### config.mk
export PLATFORM = sky130hd
export DESIGN_NAME = muldiv_unit
export DESIGN_NICKNAME = d
export VERILOG_FILES = /design/src/rtl/muldiv_pkg.sv /design/src/rtl/muldiv_signfix.sv /design/src/rtl/muldiv_unit.sv
export SDC_FILE = /design/constraint.sdc
export NUM_CORES = 1
export LEC_CHECK = 0
export BUFFER_PORTS_ARGS = -buffer_cell sky130_fd_sc_hd__buf_4
export CORE_MARGIN = 2
export CORE_UTILIZATION = 60
export DETAILED_ROUTE_END_ITERATION = 12
export PLACE_DENSITY = 0.81
export SYNTH_ARGS = -nofsm -noshare
export SYNTH_HDL_FRONTEND = slang
export SYNTH_SLANG_ARGS = --single-unit
### constraint.sdc
create_clock -name clk -period 5.43 [get_ports clk]
set_input_delay 0.2715 -clock clk [delete_from_list [all_inputs] [get_ports clk]]
set_output_delay 0.2715 -clock clk [all_outputs]
set_load 0.005 [all_outputs]
### src/rtl/muldiv_pkg.sv
//------------------------------------------------------------------------------
// Module      : muldiv_pkg
// Description : Shared encodings and constants for the iterative mul/div unit.
// Revision    : 1.0 - initial release
//------------------------------------------------------------------------------
`default_nettype none

package muldiv_pkg;

    // Default operand width; one iteration per operand bit
    localparam int ITER = 32;

    // Operation encodings carried on the op port
    localparam logic [1:0] OP_MULT  = 2'b00;
    localparam logic [1:0] OP_MULTU = 2'b01;
    localparam logic [1:0] OP_DIV   = 2'b10;
    localparam logic [1:0] OP_DIVU  = 2'b11;

    // Sequencer states
    typedef enum logic [1:0] {
        IDLE = 2'd0,
        RUN  = 2'd1,
        FIX  = 2'd2
    } state_t;

endpackage

`default_nettype wire

### src/rtl/muldiv_signfix.sv
//------------------------------------------------------------------------------
// Module      : muldiv_signfix
// Description : Combinational sign correction turning unsigned magnitude
//               results into the final HI/LO values.
// Revision    : 1.0 - initial release
//------------------------------------------------------------------------------
`default_nettype none

module muldiv_signfix
    import muldiv_pkg::*;
#(
    parameter int WIDTH = ITER
) (
    input  logic [1:0]         op,
    input  logic               sign_a,
    input  logic               sign_b,
    input  logic [2*WIDTH-1:0] prod,
    input  logic [WIDTH-1:0]   quo,
    input  logic [WIDTH-1:0]   rem,
    input  logic               div_zero,
    output logic [WIDTH-1:0]   res_hi,
    output logic [WIDTH-1:0]   res_lo
);

    logic [2*WIDTH-1:0] w_prod_fix;
    logic               w_neg_prod;
    logic               w_neg_quo;
    logic               w_neg_rem;

    // Decide which results need negating and select the final HI/LO pair
    always_comb begin
        w_neg_prod = (op == OP_MULT) && (sign_a ^ sign_b);
        // A zero divisor leaves the quotient as all ones, never negated
        w_neg_quo  = (op == OP_DIV) && (sign_a ^ sign_b) && !div_zero;
        // Remainder follows the dividend; with a zero divisor this restores srca
        w_neg_rem  = (op == OP_DIV) && sign_a;
        w_prod_fix = w_neg_prod ? -prod : prod;
        if (op[1]) begin
            res_lo = w_neg_quo ? -quo : quo;
            res_hi = w_neg_rem ? -rem : rem;
        end else begin
            res_lo = w_prod_fix[WIDTH-1:0];
            res_hi = w_prod_fix[2*WIDTH-1:WIDTH];
        end
    end

endmodule

`default_nettype wire

### src/rtl/muldiv_unit.sv
//------------------------------------------------------------------------------
// Module      : muldiv_unit
// Description : Iterative MULT/MULTU/DIV/DIVU unit holding the HI/LO
//               registers; one result bit per clock, fixed latency.
// Revision    : 1.0 - initial release
//------------------------------------------------------------------------------
`default_nettype none

module muldiv_unit
    import muldiv_pkg::*;
#(
    parameter int WIDTH = ITER
) (
    input  logic             clk,
    input  logic             reset,
    input  logic             start,
    input  logic [1:0]       op,
    input  logic [WIDTH-1:0] srca,
    input  logic [WIDTH-1:0] srcb,
    input  logic             mthi,
    input  logic             mtlo,
    output logic             busy,
    output logic             done,
    output logic [WIDTH-1:0] hi,
    output logic [WIDTH-1:0] lo
);

    localparam int               CNT_W  = $clog2(WIDTH);
    localparam logic [CNT_W-1:0] c_last = CNT_W'(WIDTH - 1);

    state_t             r_state;
    state_t             w_state_nxt;
    logic [CNT_W-1:0]   r_count;
    logic [1:0]         r_op;
    logic               r_sign_a;
    logic               r_sign_b;
    logic               r_div_zero;
    // Multiplicand (multiply) or divisor (divide) magnitude
    logic [WIDTH-1:0]   r_opb;
    // Low product half / multiplier bits (multiply) or quotient / dividend bits (divide)
    logic [WIDTH-1:0]   r_quo;
    // High product half (multiply) or partial remainder (divide)
    logic [WIDTH:0]     r_rem;
    logic [WIDTH-1:0]   r_hi;
    logic [WIDTH-1:0]   r_lo;
    logic               r_busy;
    logic               r_done;

    logic               w_launch;
    logic               w_idle_move;
    logic               w_signed;
    logic [WIDTH-1:0]   w_mag_a;
    logic [WIDTH-1:0]   w_mag_b;
    logic [WIDTH:0]     w_sum;
    logic [WIDTH:0]     w_shifted;
    logic [WIDTH+1:0]   w_trial;
    logic               w_fits;
    logic               w_busy_nxt;
    logic               w_done_nxt;
    logic [WIDTH-1:0]   w_res_hi;
    logic [WIDTH-1:0]   w_res_lo;

    // Decode launch and register moves; start takes priority over a move
    always_comb begin
        w_launch    = (r_state == IDLE) && start;
        w_idle_move = (r_state == IDLE) && !start;
        w_signed    = ~op[0];
        w_mag_a     = (w_signed && srca[WIDTH-1]) ? -srca : srca;
        w_mag_b     = (w_signed && srcb[WIDTH-1]) ? -srcb : srcb;
    end

    // One shift-add step and one restoring-divide step, selected by r_op
    always_comb begin
        w_sum     = r_rem + {1'b0, (r_quo[0] ? r_opb : {WIDTH{1'b0}})};
        w_shifted = {r_rem[WIDTH-1:0], r_quo[WIDTH-1]};
        w_trial   = {1'b0, w_shifted} - {2'b00, r_opb};
        w_fits    = ~w_trial[WIDTH+1];
    end

    // State register
    always_ff @(posedge clk) begin
        if (reset) begin
            r_state <= IDLE;
        end else begin
            r_state <= w_state_nxt;
        end
    end

    // Next-state logic
    always_comb begin
        w_state_nxt = r_state;
        case (r_state)
            IDLE:    if (start) w_state_nxt = RUN;
            RUN:     if (r_count == c_last) w_state_nxt = FIX;
            FIX:     w_state_nxt = IDLE;
            default: w_state_nxt = IDLE;
        endcase
    end

    // Next values of the registered status outputs
    always_comb begin
        w_busy_nxt = (w_state_nxt != IDLE);
        w_done_nxt = (r_state == FIX);
    end

    // Datapath: operand capture, iteration, result write-back and moves
    always_ff @(posedge clk) begin
        if (reset) begin
            r_count    <= '0;
            r_op       <= OP_MULT;
            r_sign_a   <= 1'b0;
            r_sign_b   <= 1'b0;
            r_div_zero <= 1'b0;
            r_opb      <= '0;
            r_quo      <= '0;
            r_rem      <= '0;
            r_hi       <= '0;
            r_lo       <= '0;
            r_busy     <= 1'b0;
            r_done     <= 1'b0;
        end else begin
            r_busy <= w_busy_nxt;
            r_done <= w_done_nxt;
            case (r_state)
                IDLE: begin
                    if (w_launch) begin
                        r_op       <= op;
                        r_sign_a   <= srca[WIDTH-1];
                        r_sign_b   <= srcb[WIDTH-1];
                        r_div_zero <= (srcb == '0);
                        r_count    <= '0;
                        r_rem      <= '0;
                        if (op[1]) begin
                            r_opb <= w_mag_b;
                            r_quo <= w_mag_a;
                        end else begin
                            r_opb <= w_mag_a;
                            r_quo <= w_mag_b;
                        end
                    end else if (w_idle_move) begin
                        if (mthi) r_hi <= srca;
                        if (mtlo) r_lo <= srca;
                    end
                end
                RUN: begin
                    r_count <= r_count + 1'b1;
                    if (r_op[1]) begin
                        r_rem <= w_fits ? w_trial[WIDTH:0] : w_shifted;
                        r_quo <= {r_quo[WIDTH-2:0], w_fits};
                    end else begin
                        r_rem <= {1'b0, w_sum[WIDTH:1]};
                        r_quo <= {w_sum[0], r_quo[WIDTH-1:1]};
                    end
                end
                FIX: begin
                    r_hi <= w_res_hi;
                    r_lo <= w_res_lo;
                end
                default: ;
            endcase
        end
    end

    muldiv_signfix #(
        .WIDTH (WIDTH)
    ) u_signfix (
        .op       (r_op),
        .sign_a   (r_sign_a),
        .sign_b   (r_sign_b),
        .prod     ({r_rem[WIDTH-1:0], r_quo}),
        .quo      (r_quo),
        .rem      (r_rem[WIDTH-1:0]),
        .div_zero (r_div_zero),
        .res_hi   (w_res_hi),
        .res_lo   (w_res_lo)
    );

    assign busy = r_busy;
    assign done = r_done;
    assign hi   = r_hi;
    assign lo   = r_lo;

endmodule

`default_nettype wire

==> results of run 1 <==
registers in the layout, summed over array words and instances (netlist names), 2 cells and up:
register / cells
r_opb: 32
r_state: 2
hi: 32
r_op: 2
r_quo: 32
r_rem: 33
lo: 32
r_count: 5
per-layer routing:
metal  vias up  wire, um
met4         0      2230
met1      7352     21900
met3       133      7120
li1       7101         -
met2      1055     21500
met5         -         0
synthesized netlist by cell type, types with 6 or more instances:
cell      count
nor4_1       18
a22oi_1      52
a21o_1       49
o21bai_1      9
buf_1         8
and3_1        8
nor2b_1      12
a31oi_1      15
nor3_1       42
xnor2_1     115
nor2_1      249
or3_1        17
or2_2        10
a32o_1        6
nand2b_1     19
a222oi_1     25
nand3_1      19
ha_1         70
o211ai_1     22
and2_1        9
a21oi_1     145
o22ai_1      42
nand2_1     172
mux2i_1      46
inv_1        66
clkbuf_1    113
o41ai_1       9
or4_1        16
a221o_1      12
dfxtp_1     175
xor2_1       60
o21a_1        7
o21ai_0     125
a211oi_1     28
o31ai_1      25
a221oi_1      7
nand4_1      20
tightest hold or removal path, delay by kind of cell:
kind	cells	cell delay [ps]
buffers and inverters	1	120
AOI/OAI and AO/OA	1	70
and+or+nand+nor	1	80
report_power, final:
| part | switching [mW] | internal (mW) | total [mW] |
|---|---|---|---|
| logic | 0.779 | 0.452 | 1.23 |
| clock network | 0.609 | 0.677 | 1.29 |
| registers | 0.0978 | 1.35 | 1.45 |
| total | 1.49 | 2.48 | 3.97 |
cell families after synthesis:
kind of cell | after synthesis | synth area share, %
AOI/OAI and AO/OA | 622 | 29.0
adders and majority gates | 72 | 6.47
and+or+nand+nor | 630 | 20.3
xor gates and xnor gates | 175 | 10.8
buffers and inverters | 192 | 5.18
DFF | 175 | 24.7
muxes | 49 | 3.49
worst max path at each step:
stage,cells after the start,endpoint,startpoint
floorplan,13,r_rem[10]$_SDFFE_PP0P_,r_rem[13]$_SDFFE_PP0P_
global placement,10,r_rem[15]$_SDFFE_PP0P_,r_rem[13]$_SDFFE_PP0P_
detailed placement,10,r_rem[15]$_SDFFE_PP0P_,r_rem[11]$_SDFFE_PP0P_
CTS,11,r_rem[6]$_SDFFE_PP0P_,r_rem[11]$_SDFFE_PP0P_
global route,11,r_rem[6]$_SDFFE_PP0P_,r_rem[11]$_SDFFE_PP0P_
finish,11,r_rem[6]$_SDFFE_PP0P_,r_rem[11]$_SDFFE_PP0P_
layout by cell type, fill, tap and decap left out, drive strengths merged, types with 28 or more instances in the layout:
| cell type | netlist | layout |
|---|---|---|
| buf | 12 | 156 |
| a211oi | 28 | 28 |
| a22oi | 52 | 52 |
| dfxtp | 175 | 175 |
| ha | 70 | 70 |
| a21oi | 145 | 145 |
| xnor2 | 115 | 115 |
| xor2 | 60 | 60 |
| nor2 | 249 | 249 |
| inv | 66 | 75 |
| nand2 | 172 | 172 |
| a21o | 49 | 49 |
| nor3 | 44 | 44 |
| o21ai | 127 | 127 |
| o22ai | 42 | 42 |
| mux2i | 46 | 46 |
layout make-up:
type                       count  area, um2  area share [%]
sequential                   175       3500            22.1
inverter                      66        248            1.56
clock buffer                  19        453            2.85
tap                          319        399            2.51
timing repair buffer         156       1170            7.38
multi-input combinational   1548       9960            62.7
clock inverter                13        139           0.875
metrics by stage:
step	area [um2]	cells	util (%)	hold slack [ps]
detailed placement	15300	2264	65.5	446
CTS	15900	2296	68.0	133
global route	15900	2296	68.0	162
finish	15900	2296	68.0	141
floorplan	14200	1915	-	407
global placement	15300	2264	65.5	440
==> metrics.md, run 1 <==
| Metric | Value |
|---|---|
| Fill cells | 2067 |
| Element type at the critical path end | flop |
| Yosys warns | 0 |
| Global-route usage over all layers | 41.7% |
| Drt total wl | 52.8 mm |
| Met1 Usage GRT | 60.4% |
| Skew final | 13.0 ps |
| PnR Total Power | 3.97 mW |
| Worst reg-to-reg setup slack | 1000 ps |
| Worst slew pin tran | 1250 ps |
| Max Cap Violations | 0 |
| Worst slew margin | 16.4% |
| Setup-failing EPs final | 0 |
| Leakage | 6.75 nW |
| Number of global-route vias before repair | 13700 |
| GRT Max-Usage Layer | met1 |
| Max IR drop VDD | 198 uV |
| Syn_nets | 2058 |
| GRT overflow | 0 |
| Die span in y | 158 um |
| Initial Utilization | 60.7% |
| FF+latch count, synth | 175 |
| Nets | 2107 |
| Final hold vios | 0 |
| PwrDens | 250 nW/um2 |
| Crit-path cells | ha_1 -> a21oi_1 -> o211ai_1 -> a221o_1 -> o311ai_0 -> o21ai_0 -> o22ai_4 -> buf_4 -> nor2_1 -> a211oi_1 -> o21ai_0 |
| Remaining DRCs | 0 |
| Post-Synthesis Mean Instance Area | 7.39 um2 |
| Cells on Worst Hold Path | 3 |
| Reg2Reg Depth | 11 |
| Top-area cell type share of the netlist area | 24.7% |
| Initial antenna violation count | 0 |
| Worst r2r src | r_rem[11]$_SDFFE_PP0P_ |
| Detail Placement HPWL | 39.8 mm |
| Worst Hold End | lo[29]$_SDFFE_PP0P_ |
| Worst Path Arrival | 4750 ps |
| Crit Path Category | flop to flop |
| Synth Instances | 1915 |
| Setup TNS | 0 ps |
| Final min period | 4430 ps |
| ANT nets after route | 0 |
| Site row count | 56 |
| Via count | 15600 |
| Gp weighted congestion | 1.00 |
| Register area share after synthesis | 24.7% |
| Max H-tree Level | 4 |
| Post-Syn Area | 14200 um2 |
| Die ar. | 24800 um2 |
| Count of cell types in the netlist | 69 |
| First-pass GRT wire length | 79.2 mm |
| Post-CTS setup buffers | 0 |
| Critical Path Source Type | flop |
| RSZ-0062 raised after global routing | no |
| Crit Path Max Fanout | 27 |
| Worst Hold Class | input port to flop |
| Vias per cell | 6.81 |
| Asr flop ratio synth | 0% |
| Worst slack, placed | 1180 ps |
| Post-synth EDFFs | 0 |
| Area of the core | 23300 um2 |
| Drt pass-1 iters | 7 |
| Clock Latency Late Sink | 440 ps |
| Grt met3 use | 9.20% |
| Largest net degree at the start of global routing | 76 |
| Port Buffers | 136 |
| Setup WS post-layout | 999 ps |
| Io pins | 137 |
| Root Buffer Master | clkbuf_16 |
| CP Buf/Inv Count | 1 |
| Top Family by Delay on Critical Path | compound AO/OA/AOI/OAI gates |
| Proportion of layout cells with a drive suffix above 1 | 10.8% |
| Most used cell, CP | o21ai_0 |
| Crit-path slowest cell | o311ai_0 |
| Iteration-0 DRC Markers | 2307 |
| Antenna Cells | 0 |
| Fmax achieved | 0.226 GHz |
| CTS resizes | 0 |
| CTS hold repair buffers | 0 |
| Synth area leaders | dfxtp_1 (25%), xnor2_1 (7.1%), nor2_1 (6.6%) |
| Area leader, netlist | dfxtp_1 |
| # clock sinks | 175 |
| Status | complete, no violations |
| Predominant post-synthesis flop cell | dfxtp_1 |
| Fin. max-slew vios | 0 |
| Die W | 158 um |
| Area added between synthesis and finish | 12.1% |
| Hold Crit Start | srca[29] |
| GR Util met2 | 58.7% |
| Routed len/inst | 23.0 um |
| Period utilization | 81.6% |
| Worst R2R End | r_rem[6]$_SDFFE_PP0P_ |
| CTS tree | yes |
| Data required, critical path | 5750 ps |
| Num CTS Buffers | 17 |
| CTS Buffer Depth | 2 |
| Clock slew at reported path FFs | 80 ps |
| Largest stage delay on the critical path | 760 ps |
Power figures use the tool's default switching activity.
==> run 2: changes to the inputs <==
--- a/config.mk
+++ b/config.mk
@@ -7,9 +7,9 @@
 export LEC_CHECK = 0
 export BUFFER_PORTS_ARGS = -buffer_cell sky130_fd_sc_hd__buf_4
 export CORE_MARGIN = 2
-export CORE_UTILIZATION = 60
+export CORE_UTILIZATION = 55
 export DETAILED_ROUTE_END_ITERATION = 12
-export PLACE_DENSITY = 0.81
+export PLACE_DENSITY = 0.78
 export SYNTH_ARGS = -nofsm -noshare
 export SYNTH_HDL_FRONTEND = slang
 export SYNTH_SLANG_ARGS = --single-unit
==> constraint.sdc (replaced) <==
create_clock -name clk -period 3.89 [get_ports clk]
set_input_delay 0.1945 -clock clk [delete_from_list [all_inputs] [get_ports clk]]
set_output_delay 0.1945 -clock clk [all_outputs]
set_load 0.005 [all_outputs]
==> run 2 against run 1 <==
Sequential power rose by 38%. Routed wire length increased by 1.1%. Combinational power grew 44%. Critical path depth grew 1. Via count grew 2.7%. Die area up 8.9%. Flip-flop and latch count unchanged. Fmax grew 23%. Clock power is 41% higher. Largest power group unchanged.
==> metrics.md, run 2 (synthesized netlist as in run 1, its figures left out) <==
| Metric | Value |
|---|---|
| Setup-failing EPs final | 0 |
| Worst slew pin tran | 1200 ps |
| Fill cells | 2240 |
| Die W | 164 um |
| Worst R2R End | r_rem[32]$_SDFFE_PP0P_ |
| Skew final | 18.3 ps |
| Final min period | 3600 ps |
| Leakage | 7.05 nW |
| Via count | 16100 |
| Post-CTS setup buffers | 0 |
| Worst reg-to-reg setup slack | 290 ps |
| CTS resizes | 0 |
| Clock slew at reported path FFs | 80 ps |
| Worst slew margin | 19.7% |
| Worst Hold End | lo[29]$_SDFFE_PP0P_ |
| Nets | 2167 |
| Crit Path Max Fanout | 13 |
| Port Buffers | 136 |
| Routed len/inst | 22.6 um |
| Area added between synthesis and finish | 15.6% |
| Largest net degree at the start of global routing | 73 |
| Internal | 3.50 mW |
| Largest stage delay on the critical path | 420 ps |
| Status | complete, no violations |
| Fmax achieved | 0.278 GHz |
| Grt met3 use | 6.96% |
| Gate power share | 31.7% |
| Area of the core | 25300 um2 |
| Initial Utilization | 56.1% |
| Cells on Worst Hold Path | 3 |
| First-pass GRT wire length | 81.3 mm |
| Crit-path cells | inv_1 -> ha_1 -> nand4_1 -> nor4_1 -> a21boi_0 -> o311ai_0 -> buf_4 -> o21ai_1 -> o22ai_4 -> or3_1 -> a32o_1 -> or3_1 |
| Fin. max-slew vios | 0 |
| Met1 Usage GRT | 55.3% |
| Proportion of layout cells with a drive suffix above 1 | 13.5% |
| Detail Placement HPWL | 40.6 mm |
| Gp weighted congestion | 1.03 |
| NetSw | 2.09 mW |
| Io pins | 137 |
| Clock Latency Late Sink | 450 ps |
| Largest register FFs | 33 |
| ANT nets after route | 0 |
| Remaining DRCs | 0 |
| Data required, critical path | 4230 ps |
| Num CTS Buffers | 17 |
| Worst r2r src | r_opb[14]$_SDFFE_PP0P_ |
| Initial antenna violation count | 0 |
| Vias per cell | 6.79 |
| CTS hold repair buffers | 0 |
| GRT overflow | 0 |
| Switching Share | 37.4% |
| Worst Hold Class | input port to flop |
| Most common cell after layout, fill and taps aside | nor2_1 |
| CTS Buffer Depth | 2 |
| Site row count | 58 |
| Crit Path Category | flop to flop |
| Iteration-0 DRC Markers | 2921 |
| Global-route usage over all layers | 38.8% |
| Fin util | 64.8% |
| GRT Max-Usage Layer | met2 |
| GR Util met2 | 56.8% |
| Element type at the critical path end | flop |
| CTS tree | yes |
| RSZ-0062 raised after global routing | no |
| Top Family by Delay on Critical Path | compound AO/OA/AOI/OAI gates |
| Die span in y | 164 um |
| Period utilization | 92.6% |
| Max IR drop VDD | 278 uV |
| Commonest non-fill, non-tap cells in the layout | nor2_1 (248), buf_4 (215), dfxtp_1 (174) |
| Die ar. | 27000 um2 |
| Crit-path slowest cell | or3_1 |
| Max Cap Violations | 0 |
| Critical Path Source Type | flop |
| # clock sinks | 175 |
| Root Buffer Master | clkbuf_16 |
| Seq pwr share | 35.7% |
| Most used cell, CP | or3_1 |
| Drt pass-1 iters | 8 |
| Hold Crit Start | srca[29] |
| Final hold vios | 0 |
| Largest register by flop count | r_rem |
| Max H-tree Level | 4 |
| Reg2Reg Depth | 12 |
| Worst Path Arrival | 3940 ps |
| Setup TNS | 0 ps |
| PwrDens | 342 nW/um2 |
| Number of global-route vias before repair | 14300 |
| CP Buf/Inv Count | 2 |
| Antenna Cells | 0 |
| Drt total wl | 53.4 mm |
| Clk pwr share | 32.6% |
## run 2: cell types whose count changed in the layout (fill, tap and decap cells not counted), moves of 3 or more
cell | before | now
clkinv_8 | 0 | 3
buf_4 | 156 | 215
inv_6 | 6 | 2
clkinvlp_4 | 0 | 3
## run 2: per-stage QoR
step | hold slack, ps | total power [mW] | instances | instance area (um2) | setup WS (ps)
2_1_floorplan | 330 | 3.12 | 1915 | 14200 | 594
3_3_place_gp | 444 | 3.70 | 2335 | 15800 | 163
3_5_place_dp | 444 | 3.72 | 2335 | 15800 | 118
4_1_cts | 41.0 | 5.51 | 2367 | 16400 | 127
5_1_grt | 69.9 | 5.78 | 2367 | 16400 | 81.0
6_report | 50.6 | 5.59 | 2367 | 16400 | 288
## run 2: how the worst max path moves through the flow
stage / to / slack (ps) / depth (start not counted) / start
2_1_floorplan: r_rem[10]$_SDFFE_PP0P_ / 590 / 13 / r_rem[13]$_SDFFE_PP0P_
3_3_place_gp: r_rem[32]$_SDFFE_PP0P_ / 160 / 12 / r_opb[14]$_SDFFE_PP0P_
3_5_place_dp: r_rem[32]$_SDFFE_PP0P_ / 120 / 12 / r_opb[14]$_SDFFE_PP0P_
4_1_cts: r_rem[32]$_SDFFE_PP0P_ / 130 / 12 / r_opb[14]$_SDFFE_PP0P_
5_1_grt: r_rem[6]$_SDFFE_PP0P_ / 80 / 13 / r_opb[14]$_SDFFE_PP0P_
6_report: r_rem[32]$_SDFFE_PP0P_ / 290 / 12 / r_opb[14]$_SDFFE_PP0P_
## run 2: power groups by stage
stage,clock network [mW],registers [mW],logic [mW]
4_1_cts,1.82,1.99,1.70
3_3_place_gp,0,2.03,1.67
6_report,1.82,2.00,1.77
3_5_place_dp,0,2.03,1.69
2_1_floorplan,0,2.00,1.12
5_1_grt,1.89,2.01,1.88
## run 2: cell type report
| type | instances | area (um2) | share of cell area [%] |
|---|---|---|---|
| inverter | 66 | 248 | 1.51 |
| sequential | 175 | 3500 | 21.4 |
| clock inverter | 14 | 173 | 1.05 |
| timing repair buffer | 216 | 1630 | 9.98 |
| tap | 330 | 413 | 2.52 |
| clock buffer | 18 | 439 | 2.68 |
| multi-input combinational | 1548 | 9960 | 60.8 |
## run 2: worst reg2reg max path: cells and delay by family (launching register included)
family | cells | cell delay (ps)
DFF | 1 | 330
adders and majority gates | 1 | 410
AOI/OAI and AO/OA | 5 | 1370
buffers and inverters | 2 | 250
and+or+nand+nor | 4 | 1140
## run 2: routing by layer
| metal | part of all wire (%) | wire [um] |
|---|---|---|
| met3 | 13 | 7150 |
| met2 | 41 | 22100 |
| met1 | 40 | 21600 |
| met4 | 4.9 | 2610 |
| met5 | 0 | 0 |
